**src/rtl/scene_pkg.sv**
```systemverilog
// scene_pkg: VGA 640x480@60 timing constants and scene geometry shared by the scanner files
package scene_pkg;
    localparam logic [8:0] SCENE_W   = 9'd320;
    localparam logic [8:0] SCENE_H   = 9'd240;
    localparam logic [9:0] H_VISIBLE = {SCENE_W, 1'b0};
    localparam logic [9:0] H_FRONT   = 10'd16;
    localparam logic [9:0] H_SYNC    = 10'd96;
    localparam logic [9:0] H_BACK    = 10'd48;
    localparam logic [9:0] H_TOTAL   = H_VISIBLE + H_FRONT + H_SYNC + H_BACK;
    localparam logic [9:0] V_VISIBLE = {SCENE_H, 1'b0};
    localparam logic [9:0] V_FRONT   = 10'd10;
    localparam logic [9:0] V_SYNC    = 10'd2;
    localparam logic [9:0] V_BACK    = 10'd33;
    localparam logic [9:0] V_TOTAL   = V_VISIBLE + V_FRONT + V_SYNC + V_BACK;
    localparam int ADDR_W  = 17;
    localparam int OUT_DLY = 1;
    typedef logic [ADDR_W-1:0] scene_addr_t;
    typedef logic [9:0] cnt_t;
    typedef logic [OUT_DLY-1:0] dly_t;
    function automatic logic [8:0] scene_col(input logic [8:0] s);
        return s >= SCENE_W ? s - SCENE_W : s;
    endfunction
endpackage

```
**src/rtl/scene_scanner_vga_timing.sv**
```systemverilog
// vga_timing: h/v raster counters with next-state view, raw syncs and wrap strobe
module vga_timing
    import scene_pkg::*;
(
    input  logic vga_clk,
    input  logic reset,
    output cnt_t h_cnt,
    output cnt_t v_cnt,
    output cnt_t h_next,
    output cnt_t v_next,
    output logic frame_end,
    output logic vis_next,
    output logic hs_raw,
    output logic vs_raw
);
    logic run_q, run_d, line_end;
    cnt_t h_q, h_d, v_q, v_d;
    // the first edge after reset holds (0,0) so the opening pixel is shown with valid outputs
    always_comb begin
        run_d = 1'b1;
        line_end = h_q == H_TOTAL - 10'd1;
        frame_end = line_end && v_q == V_TOTAL - 10'd1;
        h_d = run_q && !line_end ? h_q + 10'd1 : '0;
        v_d = !run_q || frame_end ? '0 : line_end ? v_q + 10'd1 : v_q;
        vis_next = h_d < H_VISIBLE && v_d < V_VISIBLE;
        hs_raw = !(h_q >= H_VISIBLE + H_FRONT && h_q < H_VISIBLE + H_FRONT + H_SYNC);
        vs_raw = !(v_q >= V_VISIBLE + V_FRONT && v_q < V_VISIBLE + V_FRONT + V_SYNC);
    end
    always_ff @(posedge vga_clk) begin
        if (reset) begin
            run_q <= 1'b0;
            h_q   <= '0;
            v_q   <= '0;
        end else begin
            run_q <= run_d;
            h_q   <= h_d;
            v_q   <= v_d;
        end
    end
    assign h_cnt  = h_q;
    assign v_cnt  = v_q;
    assign h_next = h_d;
    assign v_next = v_d;
endmodule

```
**src/rtl/scene_scanner.sv**
```systemverilog
// scene_scanner: raster timing plus scrolled 2x2-texel scene ROM address, blank and delayed syncs
module scene_scanner
    import scene_pkg::*;
(
    input  logic        vga_clk,
    input  logic        reset,
    input  logic [8:0]  scroll_x,
    output scene_addr_t rom_address,
    output logic        blank,
    output logic        hs,
    output logic        vs,
    output logic [9:0]  draw_x,
    output logic [9:0]  draw_y,
    output logic        frame_start
);
    cnt_t h_q, v_q, h_d, v_d;
    logic frame_end, vis_d, hs_raw, vs_raw;
    logic [8:0] scroll_q, scroll_d, col_q, col_d, col_step;
    scene_addr_t base_q, base_d, addr_q, addr_d;
    logic blank_q, blank_d, fs_q, fs_d, line_start, frame_top;
    dly_t hs_pipe_q, hs_pipe_d, vs_pipe_q, vs_pipe_d;

    vga_timing u_timing (
        .vga_clk   (vga_clk),
        .reset     (reset),
        .h_cnt     (h_q),
        .v_cnt     (v_q),
        .h_next    (h_d),
        .v_next    (v_d),
        .frame_end (frame_end),
        .vis_next  (vis_d),
        .hs_raw    (hs_raw),
        .vs_raw    (vs_raw)
    );

    // everything is derived for the pixel the counters move to, so registered outputs line up with draw_x/draw_y
    always_comb begin
        line_start = h_d == '0;
        frame_top = line_start && v_d == '0;
        scroll_d = frame_end ? scene_col(scroll_x) : scroll_q;
        col_step = col_q == SCENE_W - 9'd1 ? '0 : col_q + 9'd1;
        col_d = line_start ? scroll_d : h_q[0] ? col_step : col_q;
        base_d = frame_top ? '0 :
                 line_start && v_q[0] && v_q < V_VISIBLE ? base_q + scene_addr_t'(SCENE_W) : base_q;
        addr_d = vis_d ? base_d + scene_addr_t'(col_d) : '0;
        blank_d = vis_d;
        fs_d = frame_top;
        hs_pipe_d = dly_t'({hs_pipe_q, hs_raw});
        vs_pipe_d = dly_t'({vs_pipe_q, vs_raw});
    end

    always_ff @(posedge vga_clk) begin
        if (reset) begin
            scroll_q  <= '0;
            col_q     <= '0;
            base_q    <= '0;
            addr_q    <= '0;
            blank_q   <= 1'b0;
            fs_q      <= 1'b0;
            hs_pipe_q <= '1;
            vs_pipe_q <= '1;
        end else begin
            scroll_q  <= scroll_d;
            col_q     <= col_d;
            base_q    <= base_d;
            addr_q    <= addr_d;
            blank_q   <= blank_d;
            fs_q      <= fs_d;
            hs_pipe_q <= hs_pipe_d;
            vs_pipe_q <= vs_pipe_d;
        end
    end

    assign rom_address = addr_q;
    assign blank       = blank_q;
    assign frame_start = fs_q;
    assign hs          = hs_pipe_q[OUT_DLY-1];
    assign vs          = vs_pipe_q[OUT_DLY-1];
    assign draw_x      = h_q;
    assign draw_y      = v_q;
endmodule
```
**config.mk**
```make
export PLATFORM = sky130hd
export DESIGN_NAME = scene_scanner
export DESIGN_NICKNAME = d
export VERILOG_FILES = /design/src/rtl/scene_pkg.sv /design/src/rtl/scene_scanner_vga_timing.sv /design/src/rtl/scene_scanner.sv
export SDC_FILE = /design/constraint.sdc
export NUM_CORES = 1
export LEC_CHECK = 0
export CAP_MARGIN = 10
export CORE_MARGIN = 2
export CORE_UTILIZATION = 40
export CTS_BUF_LIST = sky130_fd_sc_hd__clkbuf_8
export DETAILED_ROUTE_END_ITERATION = 10
export PLACE_DENSITY_LB_ADDON = 0.2
export SLEW_MARGIN = 20
export SYNTH_ARGS = -nofsm -noshare
export SYNTH_HDL_FRONTEND = slang
export SYNTH_HIERARCHICAL = 1
export SYNTH_SLANG_ARGS = --single-unit
```
**constraint.sdc**
```tcl
create_clock -name vga_clk -period 4.8 [get_ports vga_clk]
set_input_delay 0.96 -clock vga_clk [delete_from_list [all_inputs] [get_ports vga_clk]]
set_output_delay 0.96 -clock vga_clk [all_outputs]
set_load 0.03 [all_outputs]
```
==> impl_metrics.py, run 1 <==
metrics = {
    "placed_design": {
        "place_inst": 639,
        "dpl_worst_slack_ps": 160,
        "dp.final_hpwl_um": 6700,
        "gp_congestion": 0.863,
        "portBuffers": 51,
    },
    "detailed_routing": {
        "dr.pass1.iters": 4,
        "vias": 3446,
        "drt-initial-drc-count": 134,
        "avgViaCountPerCell": 5.25,
        "antenna_left": 0,
        "drt_wl_total_um": 9530,
        "drcViolationCount": 0,
        "wl_per_cell_um": 14.5,
    },
    "cells_and_area": {
        "fillCellCount": 963,
        "layout_common_cells": "dfxtp_1 (74), nor2_1 (59), clkdlybuf4s50_1 (50)",
        "layout.cells.non_filler": 657,
        "diodes": 0,
        "layout.nets": 550,
        "area_growth_pct": 24.7,
        "final_common_cell": "dfxtp_1",
        "layout-drive-gt1-share_pct": 12.8,
    },
    "sta": {
        "fmax_mhz": 221,
        "worst_pin_slew_ps": 651,
        "setup_tns_ps": 0,
        "setup_violations": 0,
        "finalCriticalPeriod_ps": 4520,
        "skew_ps": 6.46,
        "finalCritPeriodShare_pct": 94.2,
        "hold_viol": 0,
        "slew_violations": 0,
        "fin_hold_ws_ps": 507,
        "post-route-worst-setup-slack_ps": 277,
        "rsz0062_at_grt": "no",
        "relSlewSlack_pct": 56.6,
    },
    "clock_network": {
        "cts_made_buffers": 9,
        "clk_path_buf_depth": 2,
        "clk_latency_ps": 350,
        "cts.sinks": 77,
        "cts_tree": "done",
        "clk_pin_slew_ps": 80,
        "cts_root_buffer": "clkbuf_8",
        "htreeDepth": 3,
    },
    "logic_synthesis": {
        "avgSynthCellArea_um2": 8.85,
        "synth.distinct_cells": 58,
        "synth_top_area_share_pct": 38.0,
        "yosysSeqAreaShare_pct": 38.0,
        "synth_top_area_cell": "dfxtp_1",
        "synth.area.top_cells": "dfxtp_1 (38%), ha_1 (5.6%), nor2_1 (5.6%), xnor2_1 (5.2%), nor3_1 (4.3%)",
        "synth_edf_count": 0,
        "syn_area_um2": 4050,
        "ys_warn_count": 6,
        "ys_ff_latch": 77,
        "syn_inst": 458,
        "synthFlopType": "dfxtp_1",
        "synth_nets": 488,
        "async_flop_share_pct": 0,
    },
    "critical_path": {
        "slowest_delay_ps": 600,
        "critPathCaptureType": "flip-flop",
        "criticalPathCategory": "reg2reg",
        "crit_required_ps": 5020,
        "path_delay_family": "simple AND/OR/NAND/NOR gates",
        "r2r_end": "rom_address[14]",
        "r2r_cells": 18,
        "worst-path-max-fanout": 7,
        "crit_path_top_delay_cell": "or4b_4",
        "crit_chain": "or4b_4 > nor4_4 > nand3_1 > xor2_2 > nor2_1 > nor4_1 > nand3_1 > or2_4 > and2_1 > ha_1 > fa_1 > nand2_1 > a21oi_1 > o31a_1 > o41a_1 > nand4_1 > xnor2_1 > nor2_1",
        "reg2reg_slack_ps": 280,
        "cp-start-kind": "flip-flop",
        "timing.rr.start": "u_timing/h_cnt[5]",
        "arrival_ps": 4740,
        "path_buf_inv": 0,
    },
    "global_routing": {
        "antenna_found_initial": 0,
        "grt_usage_pct": 17.6,
        "grt_pass1_vias": 3259,
        "grt_max_degree": 58,
        "grt_pass1_wl_um": 15800,
        "grt_remaining_overflow": 0,
    },
    "floorplanning": {
        "dieArea_um2": 11000,
        "die_h_um": 105,
        "start_util_pct": 41.3,
        "io_pins": 52,
        "coreArea_um2": 9820,
        "num_rows": 36,
        "die_x_um": 105,
    },
    "run_status": {
        "outcome": "finished, final reports clean",
    },
    "hold_path": {
        "min-delay-start": "scroll_q[5]",
        "min_path_type": "reg2reg",
        "min_to": "scroll_q[5]",
        "min_path_cells": 2,
    },
    "power_and_ir_drop": {
        "ir_drop_v": 0.000124,
        "power_density_nw_per_um2": 243,
        "p_leak_uw": 0.00184,
        "p_total_uw": 1230,
    },
    "job": {
        "cap_violations": 0,
    },
}
metal layers:
layer / part of all wire (%) / global-route usage, % / vias up
met3: 3.7 / 3.43 / 12
met1: 47 / 23.3 / 1627
met5: 0 / 0 / -
met4: 1.6 / 6.19 / 0
li1: - / - / 1740
met2: 47 / 28.6 / 67
per-stage QoR:
stage          utilization, %  instance area [um^2]
2_1_floorplan               -                  4060
3_3_place_gp             48.6                  4770
3_5_place_dp             48.6                  4770
4_1_cts                  50.6                  4970
5_1_grt                  51.5                  5050
6_report                 51.5                  5050
worst min-delay path, cell delays in order, from the launching register on:
cell and delay, ps:
dfxtp_1 320, mux2i_1 80, nor2_1 80
report_power, final:
part / leakage (uW) / internal, uW / switching [uW]
logic: 0.00111 / 31.5 / 48.7
clock network: 0.000101 / 264 / 238
registers: 0.000623 / 643 / 3.33
area by class of cell:
class	count	area, um^2	area share [%]
clock inverter	4	47.5	0.941
multi-input combinational	351	2450	48.5
timing repair buffer	67	638	12.6
tap	133	166	3.29
inverter	14	52.6	1.04
sequential	77	1550	30.6
clock buffer	11	151	3.00
flip-flops by register name, indices dropped and copies added (netlist names):
signal and flops:
vs 1, base_q 17, u_timing/run_q 1, rom_address 17
scroll_q 9, frame_start 1, hs 1, u_timing/v_cnt 10
u_timing/h_cnt 10, blank 1, col_q 9
cell usage after synthesis, types with 13 or more instances:
cell / instances
nand2_1: 20
dfxtp_1: 77
xnor2_1: 24
nand3_1: 16
nor2_1: 60
o21ai_0: 15
clkbuf_1: 13
and2_1: 14
ha_1: 18
nor3_1: 35
xor2_1: 16
inv_1: 14
nor2b_1: 21
kinds of logic (layout without fill, tap and decap cells):
group                    Yosys count  count (layout)  synth area share [%]
AO/OA/AOI/OAI                     54              54                  8.80
XOR/XNOR                          40              40                  8.64
adder cells (fa/ha/maj)           19              19                  6.05
buffers and inverters             30              96                  2.84
flip-flops                        77              77                  38.0
multiplexers                      13              13                  3.24
AND/OR/NAND/NOR                  225             225                  32.4
repair_timing:
| action | 4_1_cts | 5_1_grt |
|---|---|---|
| setup buffers | 0 | 3 |
| gates resized for setup | 0 | 14 |
| hold buffers | 0 | 0 |
| setup endpoints to repair | 0 | 7 |
how the worst max path moves through the flow:
stage	cells past startpoint	slack [ps]	start	to
6_report	18	280	u_timing/h_cnt[5]	rom_address[14]
3_3_place_gp	18	220	u_timing/h_cnt[5]	rom_address[14]
4_1_cts	18	70	u_timing/h_cnt[4]	rom_address[14]
3_5_place_dp	16	160	scroll_x[7]	rom_address[13]
2_1_floorplan	20	20	u_timing/h_cnt[1]	rom_address[14]
5_1_grt	20	20	u_timing/v_cnt[1]	rom_address[14]
Power figures use the tool's default switching activity.
==> run 2, diff against run 1 <==
CORE_MARGIN = default   (was 2)
==> impl_metrics.py, run 2 (synthesis results as in run 1) <==
metrics = {
    "run_status": {
        "outcome": "finished, final reports clean",
    },
    "global_routing": {
        "grt_max_degree": 58,
        "antenna_found_initial": 0,
        "grt_remaining_overflow": 0,
        "grt_pass1_vias": 3275,
        "grt_pass1_wl_um": 15900,
        "grt_usage_pct": 19.5,
    },
    "sta": {
        "setup_tns_ps": 0,
        "skew_ps": 16.1,
        "finalCritPeriodShare_pct": 95.6,
        "fmax_mhz": 218,
        "slew_violations": 0,
        "worst_pin_slew_ps": 642,
        "finalCriticalPeriod_ps": 4590,
        "setup_violations": 0,
        "hold_viol": 0,
        "relSlewSlack_pct": 56.7,
    },
    "cells_and_area": {
        "area_growth_pct": 23.5,
        "final_common_cell": "dfxtp_1",
        "layout_common_cells": "dfxtp_1 (75), nor2_1 (60), clkdlybuf4s50_1 (50)",
        "diodes": 0,
        "layout.cells.non_filler": 657,
        "layout.nets": 549,
        "layout-drive-gt1-share_pct": 11.6,
        "fin_util_pct": 51.0,
    },
    "power_and_ir_drop": {
        "p_clk_share_pct": 41.3,
        "p_sw_share_pct": 24.1,
        "p_switching_uw": 297,
        "p_int_uw": 938,
        "p_total_uw": 1240,
        "combPwrFrac_pct": 6.4,
        "ir_drop_v": 0.000146,
        "p_seq_share_pct": 52.3,
        "p_leak_uw": 0.00184,
        "power_density_nw_per_um2": 247,
    },
    "clock_network": {
        "clk_path_buf_depth": 2,
        "cts_made_buffers": 9,
        "clk_pin_slew_ps": 80,
        "htreeDepth": 3,
        "cts_tree": "done",
        "clk_latency_ps": 360,
        "cts.sinks": 77,
        "cts_root_buffer": "clkbuf_8",
    },
    "floorplanning": {
        "coreArea_um2": 9820,
        "die_h_um": 103,
        "io_pins": 52,
        "die_x_um": 103,
        "dieArea_um2": 10500,
        "start_util_pct": 41.3,
        "num_rows": 36,
    },
    "detailed_routing": {
        "drcViolationCount": 0,
        "vias": 3464,
        "drt_wl_total_um": 9620,
        "dr.pass1.iters": 4,
        "drt-initial-drc-count": 123,
        "wl_per_cell_um": 14.6,
        "antenna_left": 0,
        "avgViaCountPerCell": 5.27,
    },
    "critical_path": {
        "r2r_cells": 19,
        "timing.rr.start": "u_timing/h_cnt[1]",
        "critical_path.startpoint": "u_timing/h_cnt[1]",
        "cp-start-kind": "flip-flop",
        "arrival_ps": 4800,
        "crit_required_ps": 5010,
        "worst-path-max-fanout": 12,
        "r2r_end": "rom_address[14]",
        "critPathCaptureType": "flip-flop",
        "criticalPathCategory": "reg2reg",
        "reg2reg_slack_ps": 210,
    },
    "job": {
        "cap_violations": 0,
    },
    "hold_path": {
        "min-delay-start": "scroll_q[4]",
        "min_path_type": "reg2reg",
        "min_path_cells": 2,
        "min_to": "scroll_q[4]",
    },
    "placed_design": {
        "place_inst": 640,
        "gp_congestion": 0.836,
        "portBuffers": 51,
        "dp.final_hpwl_um": 6950,
    },
}
-- run 2: how the worst max path moves through the flow --
stage                       to  slack (ps)  cells after the start
2_1_floorplan  rom_address[14]          20                     20
3_3_place_gp   rom_address[13]         190                     16
3_5_place_dp   rom_address[13]         100                     16
4_1_cts        rom_address[14]          90                     18
5_1_grt        rom_address[14]         -60                     19
6_report       rom_address[14]         210                     19
-- run 2: layer usage --
metal	up-vias	wire length (um)	GRT usage (%)
li1	1734	-	-
met5	-	0	0
met1	1651	4640	25.8
met2	67	4480	31.6
met3	12	340	4.00
met4	0	153	7.03
-- run 2: what timing repair did --
item	4_1_cts	5_1_grt
endpoints found under the hold margin	0	0
buffers inserted	0	1
hold buffers	0	0
endpoints found under the setup margin	0	6
gates resized for setup	0	6
-- run 2: layout make-up --
| type | instances | area (um^2) |
|---|---|---|
| clock buffers | 11 | 151 |
| well taps | 133 | 166 |
| repair buffers | 66 | 618 |
| fillers | 983 | 4810 |
| inverters | 14 | 52.6 |
| flip-flops and latches | 77 | 1540 |
| clock inverters | 5 | 51.3 |
| multi-input cells | 351 | 2420 |
-- run 2: stage by stage --
step                      instance area, um^2  hold WS (ps)  setup slack [ps]
after floorplan                          4060           450              21.6
after global placement                   4770           480               192
after detailed placement                 4770           480               104
after CTS                                4970           504              92.9
after global routing                     5010           533             -55.4
final                                    5010           496               211
-- run 2: critical path, stage by stage, from the launching register on --
cell	delay (ps)
dfxtp_1	390
ha_1	240
and3_1	230
nand3_2	220
o21ai_2	240
buf_4	210
nor2_1	80
nor4_2	330
nand3_1	140
or2_2	350
and2_1	190
ha_1	200
fa_1	410
nand2_1	110
a21oi_1	110
o31a_1	280
o41a_1	360
nand4_1	170
xnor2_1	140
nor2_1	60
-- run 2: power groups by stage --
| stage | logic [uW] | clock network, uW | registers, uW |
|---|---|---|---|
| after floorplan | 38.2 | 0 | 667 |
| after global placement | 78.2 | 0 | 660 |
| after detailed placement | 79.1 | 0 | 660 |
| after CTS | 79.5 | 521 | 645 |
| after global routing | 86.9 | 551 | 646 |
| final | 79.5 | 510 | 646 |
==> run 3, diff against run 2 <==
GPL_TIMING_DRIVEN = 0   (was default)
REMOVE_ABC_BUFFERS = 1   (was default)
==> impl_metrics.py, run 3 (synthesis results as in run 1) <==
metrics = {
    "global_routing": {
        "antenna_found_initial": 0,
        "grt_remaining_overflow": 0,
        "grt_pass1_vias": 3334,
        "grt_pass1_wl_um": 15300,
        "grt_max_degree": 42,
        "grt_usage_pct": 18.7,
    },
    "floorplanning": {
        "dieArea_um2": 10500,
        "start_util_pct": 41.3,
        "die_h_um": 103,
        "num_rows": 36,
        "io_pins": 52,
        "coreArea_um2": 9820,
        "die_x_um": 103,
    },
    "clock_network": {
        "cts_made_buffers": 9,
        "cts_root_buffer": "clkbuf_8",
        "clk_latency_ps": 350,
        "clk_path_buf_depth": 2,
        "cts.sinks": 77,
        "cts_tree": "done",
        "clk_pin_slew_ps": 80,
        "htreeDepth": 3,
    },
    "placed_design": {
        "portBuffers": 51,
        "dpl_worst_slack_ps": -882,
        "gp_congestion": 0.799,
        "dp.final_hpwl_um": 6230,
    },
    "detailed_routing": {
        "drt_wl_total_um": 9420,
        "drt-initial-drc-count": 167,
        "vias": 3451,
        "antenna_left": 0,
        "drt-met1-wl_um": 4540,
        "dr_wl_met2_um": 4460,
        "drcViolationCount": 0,
        "wl_per_cell_um": 14.2,
        "avgViaCountPerCell": 5.19,
        "route.met3.wl_um": 333,
        "dr.pass1.iters": 4,
        "routed.top_layer": "met4",
    },
    "critical_path": {
        "worst-path-max-fanout": 7,
        "crit_required_ps": 5020,
        "criticalPathCategory": "reg2reg",
        "arrival_ps": 4880,
        "critPathCaptureType": "flip-flop",
        "cp-start-kind": "flip-flop",
    },
    "cells_and_area": {
        "final_common_cell": "dfxtp_1",
        "layout-drive-gt1-share_pct": 15.0,
        "layout.nets": 557,
        "diodes": 0,
        "layout_common_cells": "dfxtp_1 (73), nor2_1 (58), clkdlybuf4s50_1 (50)",
        "fillCellCount": 946,
        "area_growth_pct": 29.0,
    },
    "power_and_ir_drop": {
        "p_leak_uw": 0.00191,
        "p_total_uw": 1370,
        "power_density_nw_per_um2": 263,
        "ir_drop_v": 0.000164,
    },
    "hold_path": {
        "min_path_type": "reg2reg",
    },
    "sta": {
        "rsz0062_at_grt": "yes",
        "fin_hold_ws_ps": 493,
        "fmax_mhz": 214,
        "slew_violations": 0,
        "worst_pin_slew_ps": 708,
        "hold_viol": 0,
        "setup_violations": 0,
        "finalCritPeriodShare_pct": 97.2,
        "post-route-worst-setup-slack_ps": 136,
        "relSlewSlack_pct": 52.8,
        "skew_ps": 12.8,
        "finalCriticalPeriod_ps": 4660,
    },
    "run_status": {
        "outcome": "finished, final reports clean",
    },
    "job": {
        "cap_violations": 0,
    },
}
[run 3: cell type report]
type	count	area, um^2	area share [%]
Multi-Input combinational cell	351	2500	47.8
Clock inverter	7	138	2.63
Timing Repair Buffer	74	701	13.4
Inverter	14	52.6	1.01
Clock buffer	9	124	2.37
Tap cell	133	166	3.18
Sequential cell	77	1550	29.6
[run 3: critical path: stages, from the launching register on]
cell and delay, ps:
dfxtp_2 360, or4b_4 580, nor4_4 370, buf_4 220, mux2i_4 260, nor2_2 80
nor2_1 140, nand3_1 130, or2_4 290, and2_1 170, ha_1 210, fa_1 410
nand2_1 120, a21oi_2 70, o31a_1 270, o41a_1 450, nand4_1 190, xnor2_1 140
nor2_1 60
[run 3: path summary, 6_finish.rpt]
check                    start               to  slack, ps  depth (start not counted)
min                scroll_q[4]      scroll_q[4]        490                          2
min reg2reg        scroll_q[4]      scroll_q[4]        490                          2
max          u_timing/h_cnt[5]  rom_address[14]        140                         18
max reg2reg  u_timing/h_cnt[5]  rom_address[14]        140                         18
[run 3: power by group]
part / internal [uW] / switching (uW)
registers: 642 / 4.85
logic: 39.3 / 50.9
clock network: 396 / 242
total: 1080 / 297
[run 3: routing by layer]
| layer | global-route usage (%) | vias to the layer above |
|---|---|---|
| li1 | - | 1744 |
| met1 | 23.3 | 1643 |
| met2 | 31.8 | 54 |
| met3 | 4.75 | 10 |
| met4 | 5.38 | 0 |
| met5 | 0 | - |
[run 3: per-stage QoR]
stage	setup TNS [ps]	util (%)	instances	instance area, um^2
2_1_floorplan	-201	-	442	3990
3_3_place_gp	-6180	47.5	626	4670
3_5_place_dp	-6850	47.7	627	4680
4_1_cts	0	51.2	648	5020
5_1_grt	-239	53.2	665	5230
6_report	0	53.2	665	5230
[run 3: repair_timing]
action / CTS / global route
hold buffers: 0 / 0
setup buffers: 5 / 17
pin swaps: 3 / 9
endpoints found under the setup margin: 12 / 9
gates resized for setup: 10 / 15
==> variant (config.mk and constraints of run 2) <==
Change the package constant `ADDR_W` from 17 to 34.
--- a/src/rtl/scene_pkg.sv
+++ b/src/rtl/scene_pkg.sv
@@ -14,3 +14,3 @@
     localparam logic [9:0] V_TOTAL   = V_VISIBLE + V_FRONT + V_SYNC + V_BACK;
-    localparam int ADDR_W  = 17;
+    localparam int ADDR_W  = 34;
     localparam int OUT_DLY = 1;
Interface: changed (resized rom_address); port bits go from 52 to 69. The function was not compared with the original's and may differ.
==> variant against run 2 <==
- the run now ends with DRC left
- combinational power grew 31%
- design area is 51% higher
- largest cell class unchanged
- area after synthesis up 49%
- sequential cell count up 34
- routed wire length is 66% higher
- clock skew grew 5.0 ps
- highest routed layer unchanged
- setup slack gained 56 ps
- power up 31%
==> variant: results (changes against run 2) <==
- Parity-gate share of the synthesized area counting xor and xnor cells: 8.83% (+0.19 points)
- Maximum number of pins on one net before global-route repair: 60 (+3.4%)
- First-pass GRT wire length: 25.8 mm (+62%)
- Failing checks: DRC
- Net total in the final layout: 842 (+53%)
- Post-place instance area: 7190 um^2 (+51%)
- Result of the run: finished, violations left
- IO Port Bufs: 68 (+33%)
- Sequential share of the synthesized area: 36.7% (-1.3 points)
- Adder-Cell Fraction of Synth Area: 4.05% (-2.0 points)
- Residual DRC: 8 (+8)
- Via count: 5,558 (+60%)
- Headroom to the max-slew limit: 53.1% (-3.6 points)
- Overall fraction of global-route tracks in use: 20.4% (+0.88 points)
- Multiplexer fraction of the synthesized cell area: 2.17% (-1.1 points)
- Number of global-route vias before repair: 5,307 (+62%)
- Worst vdd ir: 0.109 mV (-25%)
- Half-perimeter wire length after placement: 11.2 mm (+62%)
- Compound-Gate Fraction of Synth Area: 10.7% (+1.9 points)
- Cells taking the most area after synthesis: sky130_fd_sc_hd__dfxtp_1 (37%), sky130_fd_sc_hd__nor2_1 (6.8%), sky130_fd_sc_hd__xnor2_1 (5.5%), sky130_fd_sc_hd__ha_1 (3.7%), sky130_fd_sc_hd__nor3_1 (3.7%)
- Worst clock skew: 21.1 ps (+5.02 ps)
- Gpl congestion: 0.910 (+8.8%)
- Die Footprint: 15,600 um^2 (+48%)
- Drt pass-1 iters: 8 (+4)
- Design internal power: 1.22 mW (+31%)
-- variant: critical path, stage by stage, from the launching register on --
cell                       delay (ps)
sky130_fd_sc_hd__dfxtp_2          380
sky130_fd_sc_hd__or4b_4           560
sky130_fd_sc_hd__nor4_4           210
sky130_fd_sc_hd__nand3_1          170
sky130_fd_sc_hd__xor2_2           180
sky130_fd_sc_hd__nor2_1            70
sky130_fd_sc_hd__nor4_2           220
sky130_fd_sc_hd__nand3_1          140
sky130_fd_sc_hd__or2_4            280
sky130_fd_sc_hd__and2_1           200
sky130_fd_sc_hd__ha_1             280
sky130_fd_sc_hd__a21oi_1           70
sky130_fd_sc_hd__nand4b_1         220
sky130_fd_sc_hd__a21boi_2         190
sky130_fd_sc_hd__a41o_1           180
sky130_fd_sc_hd__nor4bb_2         200
sky130_fd_sc_hd__buf_4            190
sky130_fd_sc_hd__nand4_4          100
sky130_fd_sc_hd__or4_1            480
sky130_fd_sc_hd__a21oi_1          140
-- variant: kinds of logic after synthesis --
| group | after synthesis |
|---|---|
| adders and majority gates | 19 |
| AOI/OAI and AO/OA | 95 |
| xor gates and xnor gates | 61 |
| and+or+nand+nor | 370 |
| buffers and inverters | 49 |
| DFF | 111 |
| muxes | 13 |
-- variant: cell type report --
type	count	area [um^2]
Multi-Input combinational cell	559	3790
Sequential cell	111	2240
Tap cell	184	230
Fill cell	1375	7100
Timing Repair Buffer	113	1010
Inverter	18	67.6
Clock buffer	11	151
Clock inverter	5	50.0
-- variant: worst paths after layout --
check | start | endpoint | depth (start not counted)
hold reg to reg | scroll_q[0] | scroll_q[0] | 2
hold / removal | scroll_q[0] | scroll_q[0] | 2
setup reg to reg | u_timing/h_cnt[6] | rom_address[33] | 19
setup / recovery | u_timing/h_cnt[6] | rom_address[33] | 19
-- variant: stage by stage --
stage	power [mW]	worst slack (ps)	hold WS [ps]	util, %	instances
2_1_floorplan	1.01	3.84	450	-	718
4_1_cts	1.63	21.5	511	50.5	991
5_1_grt	1.68	-27.8	540	51.5	1001
3_3_place_gp	1.05	80.4	485	49.1	975
6_report	1.62	267	503	51.5	1001
3_5_place_dp	1.05	-19.3	485	49.1	975
-- variant: timing repair --
action,CTS,global route
endpoints found under the setup margin,0,23
buffers inserted,0,9
gates resized for setup,0,14
endpoints found under the hold margin,0,0
-- variant: power groups by stage --
stage | Clock [mW] | Combinational [mW] | Sequential [mW]
detailed placement | 0 | 0.0993 | 0.949
floorplan | 0 | 0.0544 | 0.955
global placement | 0 | 0.0981 | 0.948
CTS | 0.604 | 0.0993 | 0.927
global route | 0.640 | 0.112 | 0.928
finish | 0.587 | 0.104 | 0.927
-- variant: metal layers --
metal | wire length [um] | track usage [%]
met5 | 0 | 0
met4 | 364 | 10.1
met3 | 778 | 3.25
met2 | 7140 | 31.3
met1 | 7640 | 27.9
